$ cat src/rtl/apb_reg_slave.sv
// APB3 completer exposing NUM_REGS scratch registers with programmable wait states and PSLVERR.
// Optional build macro APB_REG_XFER_CNT_EN adds a read-only completed-transfer counter at offset NUM_REGS*4.
module apb_reg_slave #(
    parameter int ADDR_WIDTH  = 32,
    parameter int DATA_WIDTH  = 32,
    parameter int NUM_REGS    = 16,
    parameter int WAIT_CYCLES = 2
) (
    input  logic                  clk,
    input  logic                  rst_n,
    input  logic                  psel_i,
    input  logic                  penable_i,
    input  logic                  pwrite_i,
    input  logic [ADDR_WIDTH-1:0] paddr_i,
    input  logic [DATA_WIDTH-1:0] pwdata_i,
    output logic [DATA_WIDTH-1:0] prdata_o,
    output logic                  pready_o,
    output logic                  pslverr_o
);

    generate
        if (WAIT_CYCLES < 0 || WAIT_CYCLES > 15) begin : g_bad_wait
            $error("apb_reg_slave: WAIT_CYCLES must be 0..15");
        end
        if (NUM_REGS < 1 || NUM_REGS > 256) begin : g_bad_regs
            $error("apb_reg_slave: NUM_REGS must be 1..256");
        end
    endgenerate

    localparam int             IDX_W     = (NUM_REGS > 1) ? $clog2(NUM_REGS) : 1;
    localparam logic [3:0]     WAIT_INIT = 4'(WAIT_CYCLES);
    localparam logic [13:0]    NREG_W    = 14'(NUM_REGS);

    typedef enum logic {
        S_IDLE,
        S_ACCESS
    } state_t;

    state_t          state, state_nxt;
    logic [3:0]      wcnt, wcnt_nxt;
    logic [DATA_WIDTH-1:0] regs [NUM_REGS];
    logic [DATA_WIDTH-1:0] rd_data;
    logic [15:0]     off;
    logic [13:0]     word_idx;
    logic [IDX_W-1:0] reg_idx;
    logic            aligned;
    logic            reg_hit;
    logic            bad_access;
    logic            unused_addr;

    assign off         = paddr_i[15:0];
    assign word_idx    = off[15:2];
    assign reg_idx     = word_idx[IDX_W-1:0];
    assign aligned     = (off[1:0] == 2'b00);
    assign reg_hit     = aligned && (word_idx < NREG_W);
    // Upper address bits belong to the bridge's slave select and are not decoded here.
    assign unused_addr = ^paddr_i[ADDR_WIDTH-1:16];

    always_ff @(posedge clk or negedge rst_n) begin
        if (!rst_n) begin
            state <= S_IDLE;
            wcnt  <= 4'd0;
        end else begin
            state <= state_nxt;
            wcnt  <= wcnt_nxt;
        end
    end

    always_comb begin
        state_nxt = state;
        wcnt_nxt  = wcnt;
        case (state)
            S_IDLE: begin
                if (psel_i && !penable_i) begin
                    state_nxt = S_ACCESS;
                    wcnt_nxt  = WAIT_INIT;
                end
            end
            S_ACCESS: begin
                if (!psel_i) begin
                    state_nxt = S_IDLE;
                end else if (penable_i) begin
                    if (wcnt != 4'd0) begin
                        wcnt_nxt = wcnt - 4'd1;
                    end else begin
                        state_nxt = S_IDLE;
                    end
                end
            end
            default: state_nxt = S_IDLE;
        endcase
    end

    assign pready_o = (state == S_ACCESS) && psel_i && penable_i && (wcnt == 4'd0);

    always_ff @(posedge clk or negedge rst_n) begin
        if (!rst_n) begin
            for (int i = 0; i < NUM_REGS; i++) begin
                regs[i] <= '0;
            end
        end else if (pready_o && pwrite_i && reg_hit) begin
            regs[reg_idx] <= pwdata_i;
        end
    end

`ifdef APB_REG_XFER_CNT_EN
    logic [31:0] xfer_cnt;
    logic        cnt_hit;

    assign cnt_hit = aligned && (word_idx == NREG_W);

    // Counts every completion, including errored ones; reads see the pre-increment value.
    always_ff @(posedge clk or negedge rst_n) begin
        if (!rst_n) begin
            xfer_cnt <= 32'd0;
        end else if (pready_o) begin
            xfer_cnt <= xfer_cnt + 32'd1;
        end
    end

    always_comb begin
        rd_data = '0;
        if (reg_hit) begin
            rd_data = regs[reg_idx];
        end else if (cnt_hit) begin
            rd_data = DATA_WIDTH'(xfer_cnt);
        end
    end

    assign bad_access = !(reg_hit || (cnt_hit && !pwrite_i));
`else
    always_comb begin
        rd_data = '0;
        if (reg_hit) begin
            rd_data = regs[reg_idx];
        end
    end

    assign bad_access = !reg_hit;
`endif

    assign prdata_o  = (pready_o && !pwrite_i) ? rd_data : '0;
    assign pslverr_o = pready_o && bad_access;

endmodule

$ cat config.mk
export PLATFORM = sky130hd
export DESIGN_NAME = apb_reg_slave
export DESIGN_NICKNAME = d
export VERILOG_FILES = /design/src/rtl/apb_reg_slave.sv
export SDC_FILE = /design/constraint.sdc
export NUM_CORES = 1
export LEC_CHECK = 0
export CAP_MARGIN = 5
export CORE_MARGIN = 8
export CORE_UTILIZATION = 55
export CTS_BUF_LIST = sky130_fd_sc_hd__clkbuf_8
export CTS_CLUSTER_DIAMETER = 50
export DETAILED_ROUTE_END_ITERATION = 8
export PLACE_DENSITY_LB_ADDON = 0.12
export RECOVER_POWER = 100
export SYNTH_ARGS = -nofsm -noshare
export SYNTH_HDL_FRONTEND = slang
export SYNTH_SLANG_ARGS = --single-unit
$ cat constraint.sdc
create_clock -name clk -period 2.87 [get_ports clk]
set_input_delay 0.4305 -clock clk [delete_from_list [all_inputs] [get_ports clk]]
set_output_delay 0.4305 -clock clk [all_outputs]
set_load 0.02 [all_outputs]
==> impl_metrics.env <==
export IMPL_critPathMaxFanout=5
export IMPL_remaining_global_route_overflow=0
export IMPL_synth_sequential_area_ratio_pct=53.7
export IMPL_number_of_buffers_inserted_by_port_buffering=86
export IMPL_rr_endpoint="regs[350]"
export IMPL_synthCells=1480
export IMPL_crit_required_ps=2440
export IMPL_syn_to_final_growth_pct=16.6
export IMPL_finalWirelength_um=57000
export IMPL_worst_reg2reg_path_startpoint="wcnt[1]"
export IMPL_post_dp_hpwl_um=34100
export IMPL_max_cap_violations=0
export IMPL_design_final_nets=1694
export IMPL_period_share_pct=119
export IMPL_worst_endpoint_arrival_ps=2970
export IMPL_power_net_switching_mw=3.41
export IMPL_switching_share_of_total_power_pct=23.3
export IMPL_route_detailed_wl_per_inst_um=25.1
export IMPL_yosysUniqueCellTypes=36
export IMPL_worst_r2r_path_depth=9
export IMPL_place_detailed_instances=2106
export IMPL_worst_setup_path_type="in -> out"
export IMPL_setup_violations=32
export IMPL_post_drt_via_cell_ratio=5.99
export IMPL_detailroute_via_count=13600
export IMPL_power_density_nw_per_um2=521
export IMPL_coreArea_um2=43200
export IMPL_drt_pass1_iterations=4
export IMPL_chipWidth_um=225
export IMPL_floorplan_die_height_um=225
export IMPL_worstSetupStartpoint="paddr_i[0]"
export IMPL_violations_in_the_final_reports="negative setup slack"
export IMPL_min_delay_path_class="reg -> reg"
export IMPL_share_seq_of_total_power_pct=50.1
export IMPL_rows=76
export IMPL_fmax_ghz=0.294
export IMPL_synthTopCellsByArea="dfrtp_1 54%, mux2_2 24%, mux4_2 12%"
export IMPL_maxSlewHeadroom_pct=3.99
export IMPL_yosysTopAreaCell="dfrtp_1"
export IMPL_worst_margin_slew_ps=1440
export IMPL_count_of_h_tree_levels_built_during_cts=3
export IMPL_post_synth_cell_area_avg_um2=16.3
export IMPL_cts_num_sinks=517
export IMPL_ios=103
export IMPL_leakage_power_nw=13.8
export IMPL_min_from="regs[175]"
export IMPL_intPower_mw=11.2
export IMPL_globalRouteTotalUtil_pct=23.1
export IMPL_share_of_power_burned_in_the_clock_network_pct=44.4
export IMPL_tritoncts_num_buffers=87
export IMPL_worst_setup_path_endpoint="prdata_o[30]"
export IMPL_outcome="complete, but fails checks"
export IMPL_period_minus_slack_ps=3400
export IMPL_synth_ff_latch_count=517
export IMPL_start_kind="primary input"
export IMPL_gpl_final_weighted_congestion=0.760
export IMPL_yosys_warnings=0
export IMPL_post_route_worst_setup_slack_ps=-534
export IMPL_share_comb_of_total_power_pct=5.5
export IMPL_dieArea_um2=50800
export IMPL_grt_first_pass_wirelength_um=90000
export IMPL_antenna_cells_inserted=0
export IMPL_first_global_vias=14900
export IMPL_worst_ir_drop_vdd_mv=0.382
export IMPL_drt_iter0_markers=779
export IMPL_clock_skew_final_ps=21.2
export IMPL_hold_worst_slack_ps=478
export IMPL_synthArstFlopShare_pct=100
export IMPL_synth_edf_count=0
export IMPL_setup_worst_path_end_class="primary output"
export IMPL_clk_transition_reported_paths_ps=50
export IMPL_yosysTopAreaCellShare_pct=53.7
export IMPL_number_of_routed_nets_with_antenna_violations=0
export IMPL_cts_tree="done"
export IMPL_layout_cell_share_with_drive_strength_beyond_1_pct=57.5
export IMPL_synth_area_um2=24100
export IMPL_finalNonFillerCells=2269
export IMPL_drc=0
export IMPL_maximum_number_of_pins_on_one_net_before_global_route_repair=95
export IMPL_rsz_0062_raised_after_global_routing="true"
export IMPL_worstSkewPairLatency_ps=650
export IMPL_initial_core_util_pct=55.8
export IMPL_cts_root_buf="clkbuf_8"
export IMPL_final_hold_violation_count=0
export IMPL_cts_max_path_buffers=3
export IMPL_report_final_slew_viol_count=0
export IMPL_timing_setup_tns_ps=-16340
export IMPL_synth_ff_type="dfrtp_1"
export IMPL_grt_antenna_before_repair=0
export IMPL_reg2reg_setup_slack_ps=40
export IMPL_postSynthNetCount=1550
==> through the flow <==
stage,power (mW),util [%],area (um^2),setup WS (ps)
final,14.6,65.1,28100,-534
after global routing,15.2,65.1,28100,-591
after detailed placement,8.27,60.5,26100,-1000
after floorplan,7.80,-,24100,91.0
after CTS,14.8,65.2,28200,-564
after global placement,8.25,60.5,26100,-984
==> metal layers <==
layer	global-route usage, %	vias up	part of all wire (%)
met4	7.82	0	3.0
li1	-	5851	-
met3	4.79	113	4.3
met1	31.8	7335	45
met2	36.5	288	48
met5	0	-	0
==> sequential cells by signal, summed over array words and instances (netlist names) <==
signal and cells:
regs 512, wcnt 4, state 1
==> worst max-delay path: stages <==
cell	delay, ps
clkdlybuf4s50_1	400
or4_4	550
or4_4	620
nor4_4	240
buf_6	170
buf_12	110
buf_12	140
a22o_1	170
buf_6	120
==> what timing repair did <==
action | in CTS | in global routing
pin swaps | 4 | 12
resized for setup | 223 | 15
endpoints found under the hold margin | 50 | 0
hold buffers | 1 | 0
setup buffers | 7 | 1
endpoints found under the setup margin | 34 | 33
cloned | 4 | 1
==> power groups by stage <==
stage                     combinational, mW  clock, mW  sequential [mW]
after floorplan                       0.335          0             7.46
after global placement                0.797          0             7.46
after detailed placement              0.817          0             7.46
after CTS                             0.846       6.67             7.33
after global routing                  0.894       7.01             7.33
final                                 0.812       6.49             7.33
==> how the worst min path moves through the flow <==
stage | cells past startpoint | end | slack (ps)
finish | 1 | regs[175] | 480
global placement | 1 | regs[188] | 400
floorplan | 0 | regs[0] | 130
CTS | 2 | regs[379] | 300
global route | 1 | regs[175] | 500
detailed placement | 1 | regs[414] | 410
==> cells by family after synthesis <==
logic type      synth area share (%)
xor+xnor                      0.0364
compound gates                  1.60
buf+inv                         4.03
mux                             38.9
simple gates                    1.71
fa+ha+maj                     0.0519
flops                           53.7
==> Yosys cell counts, types with 6 or more instances <==
master,count
a22o_1,10
a22o_2,23
and3_1,15
buf_1,37
buf_2,23
buf_4,32
buf_6,33
clkbuf_1,21
dfrtp_1,517
inv_1,6
mux2_1,55
mux2_2,521
mux4_2,128
nand2_1,6
nand2b_1,6
nor3_1,9
nor4_1,7
==> area by class of cell <==
cell class              count  area, um^2
fillers                  3192       15100
inverters                   6        22.5
well taps                 585         732
multi-input cells         810       10300
clock buffers             106        1460
repair buffers            202        2370
flip-flops and latches    517       12900
clock inverters            43         273
==> cell usage in the layout, fill, tap and decap left out, types with 10 or more instances in the layout <==
master           instances
clkbuf_8               106
and3_2                  12
a22o_1                  10
buf_4                   52
clkdlybuf4s50_1         48
clkinv_2                10
a22o_4                  16
mux2_1                  55
buf_12                  40
inv_1                   29
mux4_2                 128
mux2_2                 521
buf_6                   39
dfrtp_1                517
No activity file was read; power rests on OpenSTA's default activity.
